`src/rtl/gpio_vector_gen.sv`:
```
// gpio_vector_gen: drives an up-counting value onto a slice of the GPIO
// vector, holding each value for DIVIDE clocks. IDLE leaves the pads
// released, RUN drives the count, and DONE keeps END_VALUE on the pins.
//
// state | meaning
// ------+--------------------------------------------------------------
// IDLE  | field released (oeb=1, out=0), waiting for start
// RUN   | field driven with the count, prescaler advancing while enable=1
// DONE  | field driven with END_VALUE, waiting for a restart

module gpio_vector_gen #(
  parameter int GPIO_WIDTH  = 44,
  parameter int FIELD_LSB   = 16,
  parameter int FIELD_WIDTH = 8,
  parameter int DIVIDE      = 1000,
  parameter int END_VALUE   = 33,
  parameter bit WRAP        = 1'b0
) (
  input  logic                   clock,
  input  logic                   reset,
  input  logic                   start,
  input  logic                   abort,
  input  logic                   enable,
  output logic [GPIO_WIDTH-1:0]  gpio_out,
  output logic [GPIO_WIDTH-1:0]  gpio_oeb,
  output logic                   busy,
  output logic                   done,
  output logic [FIELD_WIDTH-1:0] count
);

  localparam int PRE_W = (DIVIDE > 1) ? $clog2(DIVIDE) : 1;
  localparam logic [PRE_W-1:0]       PRE_LAST = PRE_W'(DIVIDE - 1);
  localparam logic [FIELD_WIDTH-1:0] END_CNT  = FIELD_WIDTH'(END_VALUE);
  localparam logic [GPIO_WIDTH-1:0]  ONE_G    = {{(GPIO_WIDTH-1){1'b0}}, 1'b1};
  // Ones over the driven field; the subtraction also covers a field that
  // spans the whole vector, where the shift wraps to zero.
  localparam logic [GPIO_WIDTH-1:0]  FIELD_MASK =
    ((ONE_G << FIELD_WIDTH) - ONE_G) << FIELD_LSB;

  typedef enum logic [1:0] {
    IDLE = 2'd0,
    RUN  = 2'd1,
    DONE = 2'd2
  } state_t;

  state_t                 state;
  logic [PRE_W-1:0]       prescaler;
  logic [FIELD_WIDTH-1:0] value;

  // Sequencer and output registers. Outputs reflect the state held before
  // the edge, so a value becomes visible one clock after it is loaded;
  // abort releases the pads on the same edge it is sampled.
  always_ff @(posedge clock) begin
    if (reset) begin
      state     <= IDLE;
      prescaler <= '0;
      value     <= '0;
      gpio_out  <= '0;
      gpio_oeb  <= '1;
      busy      <= 1'b0;
      done      <= 1'b0;
      count     <= '0;
    end else begin
      if (abort || state == IDLE) begin
        gpio_out <= '0;
        gpio_oeb <= '1;
        busy     <= 1'b0;
        done     <= 1'b0;
        count    <= '0;
      end else begin
        gpio_out <= GPIO_WIDTH'(value) << FIELD_LSB;
        gpio_oeb <= ~FIELD_MASK;
        busy     <= (state == RUN);
        done     <= (state == DONE);
        count    <= value;
      end

      if (abort) begin
        state     <= IDLE;
        prescaler <= '0;
        value     <= '0;
      end else begin
        case (state)
          IDLE: begin
            if (start) begin
              state     <= RUN;
              prescaler <= '0;
              value     <= '0;
            end
          end
          RUN: begin
            if (enable) begin
              if (prescaler == PRE_LAST) begin
                prescaler <= '0;
                if (value != END_CNT) begin
                  value <= value + 1'b1;
                end else if (WRAP) begin
                  value <= '0;
                end else begin
                  state <= DONE;
                end
              end else begin
                prescaler <= prescaler + 1'b1;
              end
            end
          end
          DONE: begin
            if (start) begin
              state     <= RUN;
              prescaler <= '0;
              value     <= '0;
            end
          end
          default: begin
            state     <= IDLE;
            prescaler <= '0;
            value     <= '0;
          end
        endcase
      end
    end
  end

endmodule

```
`config.mk`:
```
export PLATFORM = sky130hd
export DESIGN_NAME = gpio_vector_gen
export DESIGN_NICKNAME = d
export VERILOG_FILES = /design/src/rtl/gpio_vector_gen.sv
export SDC_FILE = /design/constraint.sdc
export NUM_CORES = 1
export LEC_CHECK = 0
export BUFFER_PORTS_ARGS = -buffer_cell sky130_fd_sc_hd__buf_2
export CORE_ASPECT_RATIO = 0.8
export CORE_MARGIN = 3
export CORE_UTILIZATION = 36
export CTS_BUF_LIST = sky130_fd_sc_hd__clkbuf_8
export DETAILED_ROUTE_END_ITERATION = 10
export GPL_ROUTABILITY_DRIVEN = 0
export GPL_TIMING_DRIVEN = 1
export MAX_ROUTING_LAYER = met4
export SYNTH_ARGS = -nofsm -noshare
export SYNTH_HDL_FRONTEND = slang
export SYNTH_SLANG_ARGS = --single-unit
```
`constraint.sdc`:
```
create_clock -name clock -period 3.37 [get_ports clock]
set_input_delay 0 -clock clock [delete_from_list [all_inputs] [get_ports clock]]
set_output_delay 0 -clock clock [all_outputs]
set_load 0.02 [all_outputs]
```
# Word level (Yosys, flattened, before mapping)
# Cells that the tools add are included.
[op_classes] add_sub_neg=2 shift=0 div_mod_pow=0 reduce_logical=8 mux=15 n_eq_ne=9 bitwise_logic=0 order_cmp=0 n_mul=0
[ops] cell="two-way mux 8 bit" n=4
[ops] cell="two-way mux 10 bit" n=3
[ops] cell="two-way mux 24 bit" n=1
[ops] cell="case mux 10 bit (2 select lines)" n=1
[ops] cell="case mux 8 bit (2 select lines)" n=1
[ops] cell="adder 10 x 1 -> 10 bit (second input constant)" n=1
[ops] cell="equality test 10 bit (second input constant)" n=1
[ops] cell="adder 8 x 1 -> 8 bit (second input constant)" n=1
[ops] cell="two-way mux 2 bit" n=4
[ops] cell="inequality test 8 x 6 -> 1 bit (second input constant)" n=1
[ops] cell="AND reduction 4 bit" n=2
[ops] cell="inequality test 2 x 1 -> 1 bit (second input constant)" n=3
[ops] cell="OR reduction 2 bit" n=3
[ops] cell="inequality test 2 bit (second input constant)" n=2
[ops] cell="case mux 2 bit (2 select lines)" n=1
[ops] cell="equality test 2 x 1 -> 1 bit (second input constant)" n=1
[ops] cell="equality test 2 bit (second input constant)" n=1
[ops] cell="logical NOT 2 bit" n=1
[ops] cell="AND reduction 2 bit" n=1
[ops] cell="logical OR 1 bit" n=1
[totals] mem_bits_ro=0 ff_bits=110 latchBits=0 out_inout_bits=98 memories=0 mem_bits_rw=0

# Logic depth before layout (Yosys ltp)
# Gate-level depths: netlist of the first run.
[logic_depth] ltp_word=5 mapped_depth=7 depth_no_buf=6

# Worst setup path after synthesis of the first run
# Ideal clock, no wire load.
[synth_path] kind="flip-flop to flip-flop" start="register value[1]" end="register value[3]" arrival_time_ns=1.597 required_ns=3.252 path_buffers=1 path_slack_ns=1.655 stages_incl_launch_ff=8 path_cell_list="dfxtp_1 -> inv_1 -> ha_1 -> nor4bb_1 -> and2_4 -> buf_6 -> or4b_1 -> mux2i_1"
[synth_between] elab_chain_len=5 word_cells_on_any_way=8 classes_between="1 x add/sub; 2 x eq/ne; 4 x mux; 1 x reduce/logical"
[synth_lines] element="start, declared" line_no="48" rtl="logic [FIELD_WIDTH-1:0] value;"
[synth_lines] element="start signal, assigned" line_no="96" rtl="value <= value + 1'b1;"
[synth_lines] element="adder 8 x 1 -> 8 bit" line_no="96"
[synth_lines] element="two-way mux 8 bit" line_no="95" rtl="if (value != END_CNT) begin"
[synth_lines] element="two-way mux 8 bit" line_no="93" rtl="if (prescaler == PRE_LAST) begin"
[synth_lines] element="two-way mux 8 bit" line_no="92" rtl="if (enable) begin"
[synth_lines] element="case mux 8 bit (2 select lines)" line_no="83" rtl="case (state)"
# Several ways; a longest one is shown, not always the timed one. The select of a mux whose other input is x is not followed.
# A chain may end at the register's enable or synchronous reset.

# Final worst setup path of the first run
[layout_path] start="register prescaler[0]" end="register prescaler[7]"
[layout_between] elab_chain_len=4 word_cells_on_any_way=5 classes_between="1 x add/sub; 1 x eq/ne; 3 x mux"
[layout_lines] element="start, declared" line_no="47" rtl="logic [PRE_W-1:0] prescaler;"
[layout_lines] element="start signal, assigned" line_no="103" rtl="prescaler <= prescaler + 1'b1;"
[layout_lines] element="adder 10 x 1 -> 10 bit / equality test 10 bit (equally long branches)" line_no="103, 93"
[layout_lines] element="two-way mux 10 bit (*)" line_no="93"
[layout_lines] element="two-way mux 10 bit (*)" line_no="92"
[layout_lines] element="case mux 10 bit (2 select lines) (*)" line_no="83"
# Mark *: on every way between the ends. The rest lies on a longest branch, timed or not. The select of a mux whose other input is x is not followed.

==> run metrics, run 1 <==
Die Ht around 75 um; Yosys reg bits 31; Crit path max-delay family compound AO/OA/AOI/OAI gates; Vias/cell slightly above 4; ANT cells 0; Power Dens Cells a little over 400 mW/mm^2; Hold Buf Count CTS 2; I/O pin cnt just over 100; Period minus WS final 1.80 ns; post-CTS setup buffer count 0; pin count of the biggest net entering global routing 12; VDD IR-drop max 0.000191 V; Tot GR Track Use approximately a tenth; RSZ-0062 raised after global routing no; synth unique cells slightly above 50; fin crit share 53.3%; ys flop type dfxtp_1; Die Span X just over 90 um; combinational power share roughly 12%; sequential area share after synthesis between 20% and 30%; fill count 573; sw frac roughly 28%; 1st-pass router iterations 4; Yosys Warn Count 0; pins over their slew limit 0; Port-buffer cells 30; global route total overflow 0; floorplan core area between 0.005 and 0.006 sq mm; worst-case clock buffer depth 2; startpoint types flip-flop; fin util 37.5%; TNS Setup 0 ns; Pwr Total between 0.0008 and 0.0009 W; worst skew pair latency 0.29 ns; Post-Syn Area 0.00216 sq mm; cell-internal power between 0.0006 and 0.0007 W; Clk pin slew, worst setup/hold paths around 0.06 ns; Largest stage delay, worst path 0.60 ns; H-Tree Depth 2; first-pass GRT wire length between 5 and 6 mm; relative slew slack 50.0%; DR vias approximately 1,400; critical path buffer and inverter count 0; fmax about 560 MHz; Final Setup Violations 0; status finished clean; sequential cell fraction of total power a little over two fifths; Final #Nets ~270; Worst-Margin Slew approximately 0.75 ns; row count 24; Detailed Place HPWL about 2.8 mm; Gate Count Post-Synth 249; post-route insts no fill between 300 and 400; Routed Antenna Nets 0; Area growth, synth to finish -2.32%; DIE AREA between 0.006 and 0.007 sq mm; vias in the first global route between 1,000 and 1,500; ratio of cells with drive above 1 in the final layout 18.7%; commonest non-fill, non-tap cell in the layout conb_1; worst endpoint required time 3.51 ns; crit-path cells ha_1 > and4bb_2 > a31oi_1 > o21ai_1 > nor2_1; crit end category flip-flop; initial core utilization roughly two fifths; dpl cells about 340; post_cts resized 0; Fin Clk Skew approximately 0.008 ns; Initial DRC Count 79; worst hold-check path type input pin to flip-flop; Wirelength per Cell between 10 and 15 um; Hold Vio Cnt, Final 0; initial antenna violation count 0; EDFF count, synth 0; drt total wl approximately 3.6 mm; max-cap viol count 0; Max stage delay cell, worst path o21ai_1; # clock sinks 31; Crit Path Max Fanout 10; Syn Area/Cell approximately 8.7 sq um; post-route DRC violation count 0; static leakage about 0.9 nW; power share of the clock group approximately 44%; Switching Power 0.000238 W; Clock Tree Root clkbuf_8; total CTS buffers 5; asr flop ratio synth 0%; CTS tree done; crit path kind flip-flop to flip-flop; most frequent cells in the layout 72 x conb_1, 31 x dfxtp_1, 30 x buf_2; WP data arrival around 1.9 ns
[layout make-up]
cell class | instances | area [sq um] | share of cell area [%]
timing repair buffer | 32 | 170 | 8.08
sequential | 31 | 621 | 29.5
clock buffer | 6 | 82.6 | 3.92
clock inverter | 2 | 35.0 | 1.66
multi-input combinational | 191 | 1080 | 51.3
inverter | 5 | 18.8 | 0.891
tap | 78 | 97.6 | 4.63
[final timing paths]
kind	start	endpoint	slack (ns)	cells after the start
setup / recovery	prescaler[0]	prescaler[7]	1.57	5
setup reg to reg	prescaler[0]	prescaler[7]	1.57	5
hold reg to reg	prescaler[1]	prescaler[1]	0.49	2
hold / removal	reset	value[3]	0.07	4
[synth_stat cells (2+ instances only)]
master / count / area, sq um
buf_4: 88 / 661
dfxtp_1: 31 / 621
nor2_1: 16 / 60.1
nand2_1: 14 / 52.6
xnor2_1: 9 / 78.8
and2_1: 8 / 50.1
nand3_1: 8 / 40.0
a21oi_1: 6 / 30.0
inv_1: 5 / 18.8
a2111oi_0: 4 / 35.0
a31o_2: 3 / 26.3
and3_1: 3 / 18.8
buf_6: 3 / 33.8
ha_1: 3 / 37.5
nand4_1: 3 / 18.8
a211oi_1: 2 / 15.0
conb_1: 2 / 7.51
nand2b_1: 2 / 12.5
nor2b_1: 2 / 12.5
o211ai_1: 2 / 15.0
o21ai_1: 2 / 10.0
o2bb2ai_1: 2 / 17.5
o311ai_0: 2 / 17.5
or4_1: 2 / 15.0
[tightest hold or removal path, stage by stage]
cell	delay, ns
buf_2	0.12
nor4b_4	0.06
nand2b_1	0.06
mux2i_1	0.06
[cells by family after synthesis]
group,share of synthesized area [%]
buffers and inverters,33.3
and+or+nand+nor,21.2
DFF,28.8
AOI/OAI and AO/OA,10.2
xor gates and xnor gates,4.06
adders and majority gates,1.74
other,0.348
muxes,0.464
[routing by layer]
metal	vias to the layer above	track usage (%)	wire length, um
met1	630	13.9	1670
met5	-	-	0
met3	4	4.20	387
met4	0	4.94	57
li1	716	-	-
met2	76	13.6	1440
[sequential cells by signal, indices dropped and copies added, names as in the netlist]
register   flops
state          2
done           1
busy           1
prescaler     10
gpio_oeb       1
count          8
value          8
[power by group through the flow]
stage	Combinational, W	Sequential, W	Clock, W
global placement	0.000103	0.000378	0
CTS	0.000104	0.000370	0.000390
detailed placement	0.000103	0.000379	0
finish	0.000106	0.000370	0.000380
floorplan	0.000161	0.000378	0
global route	0.000115	0.000370	0.000405
[per-stage QoR]
stage          area [sq um]  hold WS (ns)  worst slack [ns]
2_1_floorplan          2420        0.0867              1.65
3_3_place_gp           1970         0.246              1.62
3_5_place_dp           1970         0.246              1.56
4_1_cts                2110        0.0714              1.56
5_1_grt                2110        0.0890              1.38
6_report               2110        0.0731              1.57
No activity file was read; power rests on OpenSTA's default activity.
==> run 2: changes to the inputs <==
--- a/config.mk
+++ b/config.mk
@@ -14,6 +14,7 @@
 export GPL_ROUTABILITY_DRIVEN = 0
 export GPL_TIMING_DRIVEN = 1
 export MAX_ROUTING_LAYER = met4
+export PLACE_DENSITY = 0.67
 export SYNTH_ARGS = -nofsm -noshare
 export SYNTH_HDL_FRONTEND = slang
 export SYNTH_SLANG_ARGS = --single-unit
==> constraint.sdc (replaced) <==
create_clock -name clock -period 1.6 [get_ports clock]
set_input_delay 0 -clock clock [delete_from_list [all_inputs] [get_ports clock]]
set_output_delay 0 -clock clock [all_outputs]
set_load 0.02 [all_outputs]
==> run metrics, run 2 (same netlist as run 1, synthesis figures left out) <==
worst skew pair latency 0.29 ns (about the same); static leakage 1.01 nW (+11%); sw frac 28.0% (+0.18 points); Switching Power 0.000510 W (+110%); Final #Nets 293 (+6.9%); pins over their slew limit 0 (unchanged); largest registers prescaler (10), count (8), value (8); cell-internal power 0.00131 W (+110%); Routed Antenna Nets 0 (unchanged); Initial DRC Count 137 (+73%); max-cap viol count 0 (unchanged); VDD IR-drop max 0.000292 V (+53%); Final Setup Violations 1 (+1); DIE AREA 0.00696 sq mm (unchanged); worst-case clock buffer depth 2 (unchanged); Wirelength per Cell 11.5 um (+11%); fin crit share 101% (+48 points); Period minus WS final 1.62 ns (-0.180 ns); violated checks negative setup slack; row count 24 (unchanged); initial antenna violation count 0 (unchanged); combinational power share 13.2% (+0.8 points); RSZ-0062 raised after global routing yes; floorplan core area 0.00562 sq mm (unchanged); Die Ht 75.2 um (unchanged); final setup margin -0.0170 ns (-1.59 ns); commonest non-fill, non-tap cell in the layout conb_1; H-Tree Depth 2 (unchanged); final instance area 0.00232 sq mm (+10%); Hold Vio Cnt, Final 0 (unchanged); worst hold-check path type input pin to flip-flop; Most flops, register prescaler; Power Dens Cells 787 mW/mm^2 (+94%); # clock sinks 31 (unchanged); pin count of the biggest net entering global routing 12 (unchanged); Crit Path Max Fanout 8 (-2); CTS tree done; Clock Tree Root clkbuf_8; dpl ws -0.0435 ns (-1.61 ns); initial core utilization 38.4% (unchanged); most frequent cells in the layout 72 x conb_1, 30 x buf_2, 27 x dfxtp_1; Vias/cell 4.27 (+3.3%); WP data arrival 1.82 ns (-0.12 ns); TNS Setup -0.0170 ns (-0.0170 ns); total CTS buffers 5 (unchanged); global route total overflow 0 (unchanged); Pwr Total 0.00182 W (+110%); DR vias 1,554 (+9.0%); first-pass GRT wire length 5.98 mm (+11%); sequential cell fraction of total power 42.8% (-0.4 points); crit path kind flip-flop to flip-flop; fill count 549 (-4.2%); drt total wl 4.17 mm (+17%); ANT cells 0 (unchanged); crit end category flip-flop; max FFs per register 10 (unchanged); vias in the first global route 1,260 (+14%); Detailed Place HPWL 3.06 mm (+11%); Port-buffer cells 30 (unchanged); Area growth, synth to finish 7.43%; fin util 41.2% (+3.7 points); I/O pin cnt 103 (unchanged); Die Span X 92.5 um (unchanged); worst endpoint required time 1.81 ns (-1.70 ns); 1st-pass router iterations 4 (unchanged); startpoint types flip-flop; ratio of cells with drive above 1 in the final layout 29.7% (+11 points); Fin Clk Skew 0.00848 ns (+0.000402 ns); post-route DRC violation count 0 (unchanged); status finished, violations left; Clk pin slew, worst setup/hold paths 0.07 ns (about the same); power share of the clock group 43.9% (-0.4 points); Tot GR Track Use 11.6% (+1.1 points); fmax 618 MHz (+11%); Post-Place Cell Area 0.00212 sq mm (+7.7%)
==> run 2: per-layer routing <==
metal  track usage [%]  share of wire [%]  wire [um]
met1              14.6                 43       1800
met2              17.0                 45       1890
met3              3.40                9.1        378
met4              5.77                2.5        106
met5                 -                  0          0
==> run 2: critical path, cell delays in order, from the launching register on <==
cell and delay, ns:
dfxtp_2 0.33, inv_2 0.04, ha_2 0.16, nor4bb_4 0.16, and2_4 0.18, or4b_4 0.48
mux2i_1 0.18
==> run 2: what timing repair did <==
| action | 4_1_cts | 5_1_grt |
|---|---|---|
| hold endpoints to repair | 0 | 0 |
| resized for setup | 3 | 17 |
| setup buffers | 0 | 1 |
| hold buffers | 0 | 0 |
| pin swaps | 0 | 4 |
| setup endpoints to repair | 5 | 15 |
==> run 2: layout make-up <==
cell class | instances | area (sq um) | area share (%)
timing repair buffer | 51 | 308 | 13.3
multi-input combinational | 191 | 1150 | 49.6
clock inverter | 2 | 35.0 | 1.51
clock buffer | 6 | 82.6 | 3.57
sequential | 31 | 626 | 27.0
inverter | 5 | 18.8 | 0.810
tap | 78 | 97.6 | 4.21
==> run 2: final timing paths <==
kind,to,cells after the start,slack [ns],start
worst max-delay path,value[3],6,-0.02,value[1]
worst min-delay path,busy,3,0.07,reset
worst max register to register,value[3],6,-0.02,value[1]
worst min register to register,count[1],2,0.48,value[1]
==> run 2: power by group through the flow <==
stage,combinational [W],clock [W],sequential (W)
finish,0.000242,0.000801,0.000781
global route,0.000261,0.000842,0.000781
CTS,0.000233,0.000806,0.000779
detailed placement,0.000232,0,0.000797
global placement,0.000231,0,0.000796
floorplan,0.000338,0,0.000796
==> run 2: through the flow <==
stage | hold slack, ns | std cells
after floorplan | 0.0867 | 319
after global placement | 0.359 | 355
after detailed placement | 0.363 | 355
after CTS | 0.0653 | 363
after global routing | 0.0759 | 364
final | 0.0657 | 364
==> run 3: changes to the inputs <==
--- a/config.mk
+++ b/config.mk
@@ -6,7 +6,7 @@
 export NUM_CORES = 1
 export LEC_CHECK = 0
 export BUFFER_PORTS_ARGS = -buffer_cell sky130_fd_sc_hd__buf_2
-export CORE_ASPECT_RATIO = 0.8
+export CORE_ASPECT_RATIO = 1.25
 export CORE_MARGIN = 3
 export CORE_UTILIZATION = 36
 export CTS_BUF_LIST = sky130_fd_sc_hd__clkbuf_8
==> run metrics, run 3 (same netlist as run 1, synthesis figures left out) <==
combinational power share 13.1% (about the same); Pwr Total 0.00184 W (+0.80%); global route total overflow 0 (unchanged); commonest non-fill, non-tap cell in the layout conb_1; DR vias 1,554 (unchanged); 1st-pass router iterations 4 (unchanged); Power Dens Cells 779 mW/mm^2 (-1.1%); cell-internal power 0.00131 W (about the same); Largest stage delay, worst path 0.51 ns (+0.03 ns); max-cap viol count 0 (unchanged); post-route DRC violation count 0 (unchanged); Port-buffer cells 30 (unchanged); Final #Nets 296 (+1.0%); static leakage 1.03 nW (+2.2%); vias in the first global route 1,296 (+2.9%); worst hold-check path type input pin to flip-flop; Initial DRC Count 111 (-19%); final setup margin -0.00670 ns (+0.0103 ns); Area growth, synth to finish 9.46%; Routed Antenna Nets 0 (unchanged); power share of the clock group 44.4% (+0.5 points); max FFs per register 10 (unchanged); Switching Power 0.000525 W (+3.0%); Fin Clk Skew 0.00899 ns (+0.000513 ns); Detailed Place HPWL 2.97 mm (-3.1%); startpoint types flip-flop; pins over their slew limit 0 (unchanged); Clock Tree Root clkbuf_8; Clk pin slew, worst setup/hold paths 0.07 ns (about the same); DIE AREA 0.00696 sq mm (unchanged); H-Tree Depth 2 (unchanged); Tot GR Track Use 11.5% (-0.070 points); floorplan core area 0.00559 sq mm (-0.40%); violated checks negative setup slack; fin crit share 100% (-0.64 points); initial antenna violation count 0 (unchanged); Vias/cell 4.40 (+3.1%); worst-case clock buffer depth 2 (unchanged); I/O pin cnt 103 (unchanged); pin count of the biggest net entering global routing 12 (unchanged); first-pass GRT wire length 5.91 mm (-1.0%); Max stage delay cell, worst path or4b_4; crit end category flip-flop; Hold Vio Cnt, Final 0 (unchanged); total CTS buffers 5 (unchanged); worst skew pair latency 0.30 ns (about the same); sw frac 28.6% (+0.62 points); ANT cells 0 (unchanged); Most flops, register prescaler; initial core utilization 38.5% (+0.15 points); drt total wl 4.02 mm (-3.8%); largest registers prescaler (10), count (8), value (8); worst endpoint required time 1.79 ns (-0.02 ns); Die Span X 75.2 um (-19%); RSZ-0062 raised after global routing yes; Final Setup Violations 1 (unchanged); crit path kind flip-flop to flip-flop; fmax 622 MHz (+0.64%); fin util 42.2% (+0.95 points); Wirelength per Cell 11.4 um (-0.76%); Die Ht 92.5 um (+23%); sequential cell fraction of total power 42.4% (-0.4 points); CTS tree done; ratio of cells with drive above 1 in the final layout 31.8% (+2.1 points); Period minus WS final 1.61 ns (-0.0103 ns); VDD IR-drop max 0.000402 V (+38%); WP data arrival 1.80 ns (-0.02 ns); most frequent cells in the layout 72 x conb_1, 30 x buf_2, 28 x dfxtp_1; crit-path cells inv_2 > ha_4 > nor4bb_4 > and2_4 > or4b_4 > mux2i_1; # clock sinks 31 (unchanged); row count 30 (+25%); status finished, violations left; Crit Path Max Fanout 7 (-1)
run 3: cell count changes in the layout (fill, tap and decap cells not counted), sizes merged:
cell,before,now
buf,51,54
run 3: per-layer routing:
metal | up-vias | track usage (%) | share of wire [%]
met3 | 10 | 2.93 | 7.9
met4 | 0 | 7.00 | 2.1
met1 | 704 | 13.1 | 41
met5 | - | - | 0
li1 | 764 | - | -
met2 | 76 | 17.7 | 49
run 3: layout make-up:
type                       instances  area, sq um
sequential                        31          624
fill                             576         3230
timing repair buffer              54          330
inverter                           5         18.8
clock buffer                       6         82.6
multi-input combinational        191         1190
tap                               64         80.1
clock inverter                     2         35.0
run 3: timing repair:
action                                 CTS  global route
endpoints found under the hold margin    0             0
hold buffers                             0             0
pin swaps                                0             8
buffers inserted                         0             2
resized for setup                        5            20
setup endpoints to repair                5            13
run 3: critical path, delay by kind of cell, from the launching register on:
kind	cells	cell delay [ns]
AND/OR/NAND/NOR	3	0.84
flip-flops	1	0.34
buffers and inverters	1	0.05
multiplexers	1	0.13
adder cells (fa/ha/maj)	1	0.14
run 3: path summary, 6_finish.rpt:
check                           depth (start not counted)        to      from  slack, ns
worst max-delay path                                    6  value[3]  value[1]     -0.007
worst max register to register                          6  value[3]  value[1]     -0.007
worst min register to register                          2  count[1]  value[1]       0.48
worst min-delay path                                    3  state[1]     reset       0.10
run 3: stage by stage:
step	setup slack [ns]	setup TNS (ns)	std cells	area, sq um	hold slack, ns
after CTS	0.00403	0	351	2260	0.0603
after global routing	-0.0492	-0.111	353	2360	0.117
after detailed placement	-0.0680	-0.147	343	2120	0.375
after global placement	-0.0758	-0.0964	343	2120	0.375
after floorplan	-0.0262	-0.0262	319	2420	0.0867
final	-0.00670	-0.00670	353	2360	0.102
run 3: power groups by stage:
stage / sequential (W) / combinational (W) / clock, W
6_report: 0.000780 / 0.000241 / 0.000817
3_5_place_dp: 0.000796 / 0.000230 / 0
3_3_place_gp: 0.000796 / 0.000230 / 0
4_1_cts: 0.000779 / 0.000231 / 0.000829
2_1_floorplan: 0.000796 / 0.000338 / 0
5_1_grt: 0.000780 / 0.000261 / 0.000862
